===== config.mk =====
export PLATFORM = sky130hd
export DESIGN_NAME = crypto1_keystream
export DESIGN_NICKNAME = d
export VERILOG_FILES = /design/src/rtl/crypto1_pkg.sv /design/src/rtl/crypto1_filter.sv /design/src/rtl/crypto1_keystream.sv
export SDC_FILE = /design/constraint.sdc
export NUM_CORES = 1
export LEC_CHECK = 0
export BUFFER_PORTS_ARGS = -buffer_cell sky130_fd_sc_hd__buf_2
export CORE_ASPECT_RATIO = 0.8
export CORE_UTILIZATION = 38
export DETAILED_ROUTE_END_ITERATION = 12
export GPL_TIMING_DRIVEN = 0
export MAX_ROUTING_LAYER = met4
export PLACE_DENSITY = 0.56
export SYNTH_ARGS = -nofsm -noshare
export SYNTH_HDL_FRONTEND = slang
export SYNTH_SLANG_ARGS = --single-unit

===== constraint.sdc =====
create_clock -name clk_i -period 14.4 [get_ports clk_i]
set_input_delay 2.16 -clock clk_i [delete_from_list [all_inputs] [get_ports clk_i]]
set_output_delay 2.16 -clock clk_i [all_outputs]
set_load 0.03 [all_outputs]

===== src/rtl/crypto1_pkg.sv =====
// Shared Crypto1 math: LFSR feedback taps, filter tables and the helper
// functions used by both the forward keystream generator and the crackers.
package crypto1_pkg;

    // Taps 0,5,9,10,12,14,15,17,19,24,25,27,29,35,39,41,42,43
    localparam logic [47:0] FB_MASK = 48'h0E882B0AD621;
    localparam logic [15:0] TA      = 16'hF22C;
    localparam logic [15:0] TB      = 16'hD938;
    localparam logic [31:0] TC      = 32'hEC57E80A;

    typedef enum logic [1:0] {
        ST_IDLE,
        ST_LOAD,
        ST_RUN,
        ST_HOLD
    } ks_state_e;

    function automatic logic crypto1_feedback(input logic [47:0] s);
        return ^(s & FB_MASK);
    endfunction

    // Two-layer nonlinear filter over the odd state bits 9..47
    function automatic logic crypto1_filter_f(input logic [47:0] s);
        logic [4:0] g;
        g[4] = TA[{s[41], s[43], s[45], s[47]}];
        g[3] = TB[{s[33], s[35], s[37], s[39]}];
        g[2] = TA[{s[25], s[27], s[29], s[31]}];
        g[1] = TA[{s[17], s[19], s[21], s[23]}];
        g[0] = TB[{s[9],  s[11], s[13], s[15]}];
        return TC[g];
    endfunction

endpackage


===== src/rtl/crypto1_filter.sv =====
// Combinational Crypto1 output filter: 48-bit LFSR state in, keystream bit out.
module crypto1_filter
    import crypto1_pkg::*;
(
    input  logic [47:0] state_i,
    output logic        f_o
);

    assign f_o = crypto1_filter_f(state_i);

endmodule


===== src/rtl/crypto1_keystream.sv =====
// Forward Crypto1 keystream generator: loads a key, clocks the LFSR NBITS
// times with optional feed injection, and returns the keystream word.
module crypto1_keystream
    import crypto1_pkg::*;
#(
    parameter int NBITS = 48
) (
    input  logic             clk_i,
    input  logic             rst_i,
    input  logic             start_i,
    input  logic [47:0]      key_i,
    input  logic [NBITS-1:0] feed_i,
    input  logic             feed_en_i,
    output logic             busy_o,
    output logic             valid_o,
    input  logic             ready_i,
    output logic [NBITS-1:0] bitstream_o,
    output logic [47:0]      state_o
);

    localparam int CW = $clog2(NBITS + 1);

    ks_state_e        state_q;
    logic [47:0]      key_q;
    logic [47:0]      s_q, s_d;
    logic [NBITS-1:0] feed_q, feed_d;
    logic [NBITS-1:0] ks_q, ks_d;
    logic [NBITS-1:0] bits_q;
    logic [47:0]      st_out_q;
    logic             feed_en_q;
    logic             busy_q;
    logic             valid_q;
    logic [CW-1:0]    cnt_q;
    logic             f_bit;

    crypto1_filter u_filter (
        .state_i (s_q),
        .f_o     (f_bit)
    );

    // feed_q and ks_q are shift registers, so step i always sees feed bit i
    // and the bit produced at step i settles in position i after NBITS steps.
    always_comb begin
        s_d    = {crypto1_feedback(s_q) ^ (feed_en_q & feed_q[0]), s_q[47:1]};
        feed_d = feed_q >> 1;
        ks_d   = (ks_q >> 1) | (NBITS'(f_bit) << (NBITS - 1));
    end

    always_ff @(posedge clk_i or posedge rst_i) begin
        if (rst_i) begin
            state_q   <= ST_IDLE;
            key_q     <= '0;
            s_q       <= '0;
            feed_q    <= '0;
            ks_q      <= '0;
            bits_q    <= '0;
            st_out_q  <= '0;
            feed_en_q <= 1'b0;
            busy_q    <= 1'b0;
            valid_q   <= 1'b0;
            cnt_q     <= '0;
        end else begin
            case (state_q)
                ST_IDLE: begin
                    if (start_i) begin
                        key_q     <= key_i;
                        feed_q    <= feed_i;
                        feed_en_q <= feed_en_i;
                        busy_q    <= 1'b1;
                        cnt_q     <= '0;
                        state_q   <= ST_LOAD;
                    end
                end
                ST_LOAD: begin
                    s_q     <= key_q;
                    ks_q    <= '0;
                    state_q <= ST_RUN;
                end
                ST_RUN: begin
                    s_q    <= s_d;
                    feed_q <= feed_d;
                    ks_q   <= ks_d;
                    cnt_q  <= cnt_q + CW'(1);
                    if (cnt_q == CW'(NBITS - 1)) begin
                        state_q <= ST_HOLD;
                    end
                end
                ST_HOLD: begin
                    // First HOLD cycle publishes the result; outputs then stay
                    // frozen until the consumer takes it.
                    if (!valid_q) begin
                        valid_q  <= 1'b1;
                        bits_q   <= ks_q;
                        st_out_q <= s_q;
                    end else if (ready_i) begin
                        valid_q <= 1'b0;
                        busy_q  <= 1'b0;
                        state_q <= ST_IDLE;
                    end
                end
                default: state_q <= ST_IDLE;
            endcase
        end
    end

    assign busy_o      = busy_q;
    assign valid_o     = valid_q;
    assign bitstream_o = bits_q;
    assign state_o     = st_out_q;

endmodule


After elaboration in Yosys (flattened, before gate mapping). Memories as Yosys holds them, arrays and structs flattened. Cells that the tools add are included.

Eq/ne operators: 8. Add/subtract/negate cells: 1. Reductions and logical operators: 10. Multiplexer cells: 23. Order comparisons: 6. Bitwise logic cells: 4.

Operator list (count): $pmux W48 S2 (3); $mux W48 (1); $or A47 B48 Y48 (1); $reduce_xor A48 Y1 (1); $lt A4 B5 Y1 const B (5); $pmux W6 S2 (1); $mux W1 (11); $mux W2 (4); $ne A2 B2 Y1 const B (4); $pmux W2 S4 (1); $reduce_and A4 Y1 (2); $add A6 B1 Y6 const B (1); $eq A6 B6 Y1 const B (1); $lt A5 B6 Y1 const B (1); $mux W6 (1); $reduce_and A2 Y1 (3); $reduce_bool A2 Y1 (3); $eq A2 B2 Y1 const B (2); $eq A2 B1 Y1 const B (1); $logic_not A2 Y1 (1); $pmux W1 S2 (1); $and A1 B1 Y1 (1); $not A1 Y1 (1); $xor A1 B1 Y1 (1).

Output and inout bits: 98. Bits in read-only memories: 112. Memories kept: 6. Register bits: 299.

Memories: (no name shown) (words 32, width 1, read ports 1, clocked after memory_dff 0, write ports 0, line crypto1_pkg.sv:30) `return TC[g];`; (no name shown) (words 16, width 1, read ports 1, clocked after memory_dff 0, write ports 0, line crypto1_pkg.sv:29) `g[0] = TB[{s[9], s[11], s[13], s[15]}];`; (no name shown) (words 16, width 1, read ports 1, clocked after memory_dff 0, write ports 0, line crypto1_pkg.sv:27) `g[2] = TA[{s[25], s[27], s[29], s[31]}];`; (no name shown) (words 16, width 1, read ports 1, clocked after memory_dff 0, write ports 0, line crypto1_pkg.sv:25) `g[4] = TA[{s[41], s[43], s[45], s[47]}];`; (no name shown) (words 16, width 1, read ports 1, clocked after memory_dff 0, write ports 0, line crypto1_pkg.sv:26) `g[3] = TB[{s[33], s[35], s[37], s[39]}];`; (no name shown) (words 16, width 1, read ports 1, clocked after memory_dff 0, write ports 0, line crypto1_pkg.sv:28) `g[1] = TA[{s[17], s[19], s[21], s[23]}];`.

Longest topological paths before layout. Gate-level depths: netlist of run 1.

Depth after elaboration: 6. Gate-level depth with buffers: 9.

Cells and area by module. A second synthesis of run 1 with hierarchy kept.

Cells, all modules: 1092. Area, all modules: 12492.0 sq um.

Modules (own cells, without submodules): crypto1_keystream (seq. area each 7482.2 sq um, area an instance 12192.9 sq um, instances 1, cells each 1057); crypto1_filter (seq. area each 0.0 sq um, area an instance 299.0 sq um, instances 1, cells each 35).

Worst setup path after synthesis of run 1. OpenSTA, ideal clock, no wires.

Path type: input to register. From: input port start_i. To: register cnt_q[0]. Arrival: 3.210 ns. Library setup time: 0.095 ns. Slack: 11.095 ns. Stages: 7. Buffers on the path: 3. Cells stage by stage: nand2b_1 > o21ai_1 > buf_2 > buf_2 > clkbuf_1 > nand2_1 > o31ai_1.

Longest elaborated chain between the ends: 2.

Ends and longest elaborated chain: from (decl) (line crypto1_keystream.sv:10) `input logic start_i,`; $ne A2 B2 Y1 (no source line); $reduce_and A2 Y1 (no source line); to (signal assigned) (line crypto1_keystream.sv:83) `cnt_q <= cnt_q + CW'(1);`; to (decl) (line crypto1_keystream.sv:33) `logic [CW-1:0] cnt_q;`.

Every way passes these cells. A chain may end at the register's enable or synchronous reset.

Final worst setup path of run 1.
From: input port start_i. To: register feed_q[5].

Longest elaborated chain between the ends: 2.

Ends and longest elaborated chain: $ne A2 B2 Y1 (no source line); $reduce_and A2 Y1 (no source line); to (signal assigned) (line crypto1_keystream.sv:67) `feed_q <= feed_i;`; to (decl) (line crypto1_keystream.sv:26) `logic [NBITS-1:0] feed_q, feed_d;`.

Every way passes these cells.

==> reports/metrics.yaml, run 1 <==
crit_top_cell: "buf_2"
p_switching_mw: 1.497
post-route-min-period_ps: 3432
grt_pass1_vias: 9000
antenna_found_initial: 3
yosys_warnings: 0
tns_ps: 0
drive_gt1_share_pct: 26.74
critPathMaxFanout: 10
postCtsResizedCells: 0
worst_pin_slew_ps: 866.2
dp_hpwl_um: 21270
slew-limit-headroom_pct: 42.26
ant_nets: 0
vias: 8816
seqPwrFrac_pct: 35.7
netSwitchingFraction_pct: 39.63
drtIter0Drc: 322
fmax_ghz: 0.2913
routabilityCongestion: 0.7837
grt_max_degree: 116
power_per_cell_area_nw_per_um2: 247.9
internal-power_mw: 2.281
clockRootBuffer: "clkbuf_16"
p_comb_share_pct: 40.5
path_class: "in2reg"
critPathMaxStageDelay_ps: 400
vias_per_cell: 4.931
path_buf_inv: 4
slew_viol_final: 0
clock_power_share_pct: 23.8
postLayoutCellArea_um2: 15240
dp_slack_ps: 10430
die_y_um: 164.1
rows: 58
cts_tree: "built"
ys_types: 40
placed_area_um2: 14060
grt_first_pass_wirelength_um: 49130
post_cts_buffers: 0
routedWlPerCell_um: 17.14
ir_drop_v: 0.0001257
leakage_nw: 6.976
setup_slack_ps: 10970
numCtsBuffers: 34
clock-sinks: 299
initial_core_util_pct: 39.16
gr-total-overflow: 0
clk_latency_ps: 520
wl_um: 30640
post-route-drc-count: 0
path_cells: "buf_2 > nand2b_1 > o21ai_1 > buf_2 > buf_2 > clkbuf_1 > nand2_1 > o21ai_0"
critPathLaunchType: "input pin"
finalCritPeriodShare_pct: 23.84
holdWs_ps: 472.4
syn_nets: 1215
dr.pass1.iters: 4
cp-end-kind: "flop"
clk_path_buf_depth: 3
crit_slowest_cell: "clkbuf_1"
portBuffers: 198
rsz0062_at_grt: "false"
die-area_um2: 33570
status: "finished clean"
num_io_pins: 199
yosysSeqAreaShare_pct: 59.97
hold_viol_final: 0
synth-seq-cells: 299
clk_pin_slew_worst_paths_ps: 60
syn_inst: 1103
drv_cap: 0
fin_worst_skew_ps: 13.07
arrival_ps: 3850
synth_area_per_cell_um2: 11.31
holdBufCountCts: 0
die_x_um: 204.6
h-tree-depth: 2
required_ps: 14820
syn_area_um2: 12480
setup_viol: 0
areaGrowthSynthToFinish_pct: 22.16
core_area_um2: 31860
critical-path-top-delay-family: "buffers and inverters"
hp-class: "reg2reg"
grt_util_all_layers_pct: 19.31
nets: 1451
[logic make-up after synthesis]
group | count (synthesis) | synth area share, %
muxes | 190 | 16.29
and+or+nand+nor | 235 | 7.932
buffers and inverters | 131 | 4.031
AOI/OAI and AO/OA | 219 | 9.246
adders and majority gates | 11 | 1.103
xor gates and xnor gates | 18 | 1.434
DFF | 299 | 59.97
[per-layer routing]
layer / global-route usage [%] / vias up / wire [um]
met4: 4.410 / 0 / 437
li1: - / 4232 / -
met1: 26.72 / 4365 / 14650
met3: 4.286 / 33 / 1819
met5: - / - / 0
met2: 28.85 / 186 / 13730
[layout by cell type (no fill, tap or decap), drive strengths merged, types with 2 or more instances in the layout]
cell	count
dfrtp	299
buf	221
o21ai	151
nand2	114
clkbuf	98
mux2i	95
mux2	94
inv	60
nor2	54
nand3	53
a21oi	50
xnor2	15
ha	11
clkinv	9
o211ai	5
or3	4
diode	3
nand2b	3
nor2b	3
bufinv	3
a22o	2
xor2	2
clkinvlp	2
[cell usage after synthesis, drive strengths merged]
library cell	instances	area share, %
dfrtp	299	60
a31oi	1	0.050
o22ai	1	0.050
clkbuf	51	1.5
mux2	94	8.5
or3b	1	0.070
mux2i	95	7.6
and4b	1	0.080
o21a	1	0.060
o21ai	151	6.1
buf	21	0.72
o32a	1	0.080
o2111a	1	0.090
o311ai	1	0.070
o32ai	1	0.070
xnor3	1	0.18
nand2b	3	0.15
nand2	114	3.4
a22o	2	0.14
nand3	53	2.1
a211o	1	0.070
or3	4	0.21
inv	59	1.8
nor2b	3	0.15
a32o	1	0.080
xnor2	15	1.1
ha	11	1.1
o31ai	1	0.060
xor2	2	0.14
a211oi	1	0.060
nor2	54	1.6
mux4	1	0.18
a21oi	50	2.0
nand4	1	0.050
nor3	1	0.040
o211ai	5	0.30
[registers in the layout, indices dropped and copies added, names as in the netlist]
register     cells
state_o         48
valid_o          1
ks_q            48
feed_en_q        1
key_q           48
bitstream_o     48
feed_q          48
s_q             48
state_q          2
busy_o           1
cnt_q            6
[power groups by stage]
| stage | logic [mW] | registers, mW | clock network, mW |
|---|---|---|---|
| floorplan | 0.985 | 1.45 | 0 |
| global placement | 1.52 | 1.36 | 0 |
| detailed placement | 1.55 | 1.36 | 0 |
| CTS | 1.56 | 1.35 | 0.931 |
| global route | 1.70 | 1.39 | 0.962 |
| finish | 1.53 | 1.35 | 0.901 |
[worst min-delay path, stage by stage, from the launching register on]
cell	delay, ps
dfrtp_1	340
nand2_1	40
o21ai_0	60
[area by class of cell]
cell class / count / area, um^2
fillers: 2981 / 16620
flip-flops and latches: 299 / 7482
multi-input cells: 673 / 4492
repair buffers: 200 / 1046
clock buffers: 47 / 1013
well taps: 420 / 525.5
plain buffers: 72 / 281.5
inverters: 59 / 229.0
clock inverters: 15 / 165.2
diodes: 3 / 7.507
[final timing paths]
path / from / end / slack [ps] / cells past startpoint
setup / recovery: start_i / feed_q[5]$_DFFE_PP0P_ / 10970 / 8
hold / removal: bitstream_o[12]$_DFFE_PP0P_ / bitstream_o[12]$_DFFE_PP0P_ / 470 / 2
setup reg to reg: state_q[0]$_DFFE_PP0P_ / s_q[0]$_DFFE_PP0P_ / 11760 / 7
hold reg to reg: bitstream_o[12]$_DFFE_PP0P_ / bitstream_o[12]$_DFFE_PP0P_ / 470 / 2
max in group asynchronous: rst_i / s_q[19]$_DFFE_PP0P_ / 11590 / 3
min in group asynchronous: rst_i / bitstream_o[32]$_DFFE_PP0P_ / 1750 / 2
[stage by stage]
stage / std cells / power (mW) / utilization [%]
after floorplan: 1103 / 2.433 / -
after global placement: 1721 / 2.880 / 43.92
after detailed placement: 1723 / 2.912 / 44.12
after CTS: 1785 / 3.839 / 47.82
after global routing: 1788 / 4.054 / 47.84
final: 1788 / 3.778 / 47.84
Note: power is estimated with default switching activity, not from simulation.
==> run 2, diff against run 1 <==
==> constraint.sdc (replaced) <==
create_clock -name clk_i -period 3.3 [get_ports clk_i]
set_input_delay 0.495 -clock clk_i [delete_from_list [all_inputs] [get_ports clk_i]]
set_output_delay 0.495 -clock clk_i [all_outputs]
set_load 0.03 [all_outputs]
==> reports/metrics.yaml, run 2 (synthesis results as in run 1) <==
status: "finished clean"
hp-start: "feed_i[47]"
r2r_slack_ps: 640  # -11120 ps
initial_core_util_pct: 39.16  # unchanged
required_ps: 3740  # -11080 ps
critPathMaxFanout: 10  # unchanged
routedWlPerCell_um: 17.13  # about the same
post-route-drc-count: 0  # unchanged
power_per_cell_area_nw_per_um2: 1061  # +330%
final_common_cell: "dfrtp_1"
path_class: "reg2reg"
slew_viol_final: 0  # unchanged
finalCritPeriodShare_pct: 80.50
dr.pass1.iters: 5  # +1
rsz0062_at_grt: "false"
die-area_um2: 33570  # unchanged
placed_area_um2: 14180  # +0.86%
dp.cells: 1730  # +0.41%
hp-class: "in2reg"
h-tree-depth: 1  # -1
grt_first_pass_wirelength_um: 49340  # +0.42%
rows: 58  # unchanged
setup_viol: 0  # unchanged
post-route-min-period_ps: 2656
grt_max_degree: 42  # -64%
cp-end-kind: "flop"
slew-limit-headroom_pct: 42.37  # +0.11 points
core_area_um2: 31860  # unchanged
final_cell_mix: "dfrtp_1 (299), buf_2 (207), o21ai_0 (150), nand2_1 (114), mux2i_1 (95)"
clk_pin_slew_worst_paths_ps: 60  # about the same
areaGrowthSynthToFinish_pct: 22.05  # about the same
post_cts_buffers: 0  # unchanged
min_to: "feed_q[47]$_DFFE_PP0P_"
drtIter0Drc: 433  # +34%
finalNonFillerCells: 1788  # unchanged
numCtsBuffers: 31  # -8.8%
r2r_cells: 5  # -2
num_io_pins: 199  # unchanged
vias: 8828  # +0.14%
vias_per_cell: 4.937  # +0.14%
clk_path_buf_depth: 3  # unchanged
cts_tree: "built"
wl_um: 30620  # about the same
ir_drop_v: 0.0005064  # +300%
leakage_nw: 6.962  # -0.20%
worst_pin_slew_ps: 864.5  # -1.671 ps
grt_pass1_vias: 8972  # -0.31%
drive_gt1_share_pct: 26.45  # -0.29 points
nFillCells: 3018  # +1.2%
critPathLaunchType: "flop"
clock-sinks: 299  # unchanged
routabilityCongestion: 0.7758  # -1.0%
fmax_ghz: 0.3764
fin_worst_skew_ps: 6.586  # -6.480 ps
holdBufCountCts: 1  # +1
gr-total-overflow: 0  # unchanged
min_path_cells: 2  # unchanged
drv_cap: 0  # unchanged
clk_latency_ps: 560  # +40 ps
nets: 1456  # +0.34%
reg2reg_from: "state_q[1]$_DFFE_PP0P_"
arrival_ps: 3100  # -750 ps
grt_util_all_layers_pct: 19.32  # about the same
ant_nets: 0  # unchanged
die_y_um: 164.1  # unchanged
portBuffers: 198  # unchanged
clockRootBuffer: "clkbuf_16"
reg2reg_to: "state_o[11]$_DFFE_PP0P_"
postCtsResizedCells: 0  # unchanged
dp_hpwl_um: 21970  # +3.3%
postLayoutCellArea_um2: 15230  # about the same
hold_viol_final: 0  # unchanged
antenna_found_initial: 3  # unchanged
die_x_um: 204.6  # unchanged
run 2: worst max-delay path, cell delays in order (launching register included):
cell and delay, ps:
dfrtp_1 420, ha_1 260, nand2b_1 300, clkbuf_1 600, buf_1 540, mux2_2 400
run 2: through the flow:
step                      utilization [%]  power (mW)  setup slack [ps]  setup TNS, ps  hold slack [ps]
after detailed placement            44.50       12.73             581.0              0            465.3
after CTS                           47.78       16.39             564.2              0            136.9
after global routing                47.80       17.34             423.3              0            141.1
after floorplan                         -       10.62             -1168        -349250            449.6
after global placement              43.94       12.57             -3192        -945850            457.1
final                               47.80       16.16             643.5              0            163.0
run 2: worst max-delay path by stage:
stage,from,to,cells after the start
after global routing,state_q[0]$_DFFE_PP0P_,s_q[0]$_DFFE_PP0P_,7
final,state_q[1]$_DFFE_PP0P_,state_o[11]$_DFFE_PP0P_,5
after CTS,state_q[1]$_DFFE_PP0P_,state_o[2]$_DFFE_PP0P_,5
after floorplan,rst_i,bitstream_o[0]$_DFFE_PP0P_,1
after global placement,rst_i,state_o[18]$_DFFE_PP0P_,2
after detailed placement,state_q[1]$_DFFE_PP0P_,state_o[2]$_DFFE_PP0P_,5
run 2: where the power goes:
| group | switching [mW] | leakage, nW | internal, mW |
|---|---|---|---|
| Clock | 1.42 | 0.511 | 2.16 |
| Combinational | 4.12 | 2.71 | 2.58 |
| Sequential | 0.883 | 3.74 | 5.00 |
| Total | 6.43 | 6.96 | 9.73 |
run 2: layer usage:
| layer | GRT usage, % | up-vias | routed length, um |
|---|---|---|---|
| met1 | 26.84 | 4390 | 14840 |
| met2 | 29.44 | 156 | 13850 |
| met3 | 3.948 | 36 | 1457 |
| li1 | - | 4246 | - |
| met5 | - | - | 0 |
| met4 | 3.460 | 0 | 469 |
run 2: final cells by class:
type | instances | area [um^2] | share of cell area [%]
buffer | 72 | 281.5 | 1.849
clock inverter | 9 | 145.1 | 0.9531
antenna | 3 | 7.507 | 0.04930
tap | 420 | 525.5 | 3.451
multi-input combinational | 673 | 4492 | 29.50
sequential | 299 | 7482 | 49.13
timing repair buffer | 208 | 1181 | 7.756
clock buffer | 45 | 888.4 | 5.834
inverter | 59 | 225.2 | 1.479
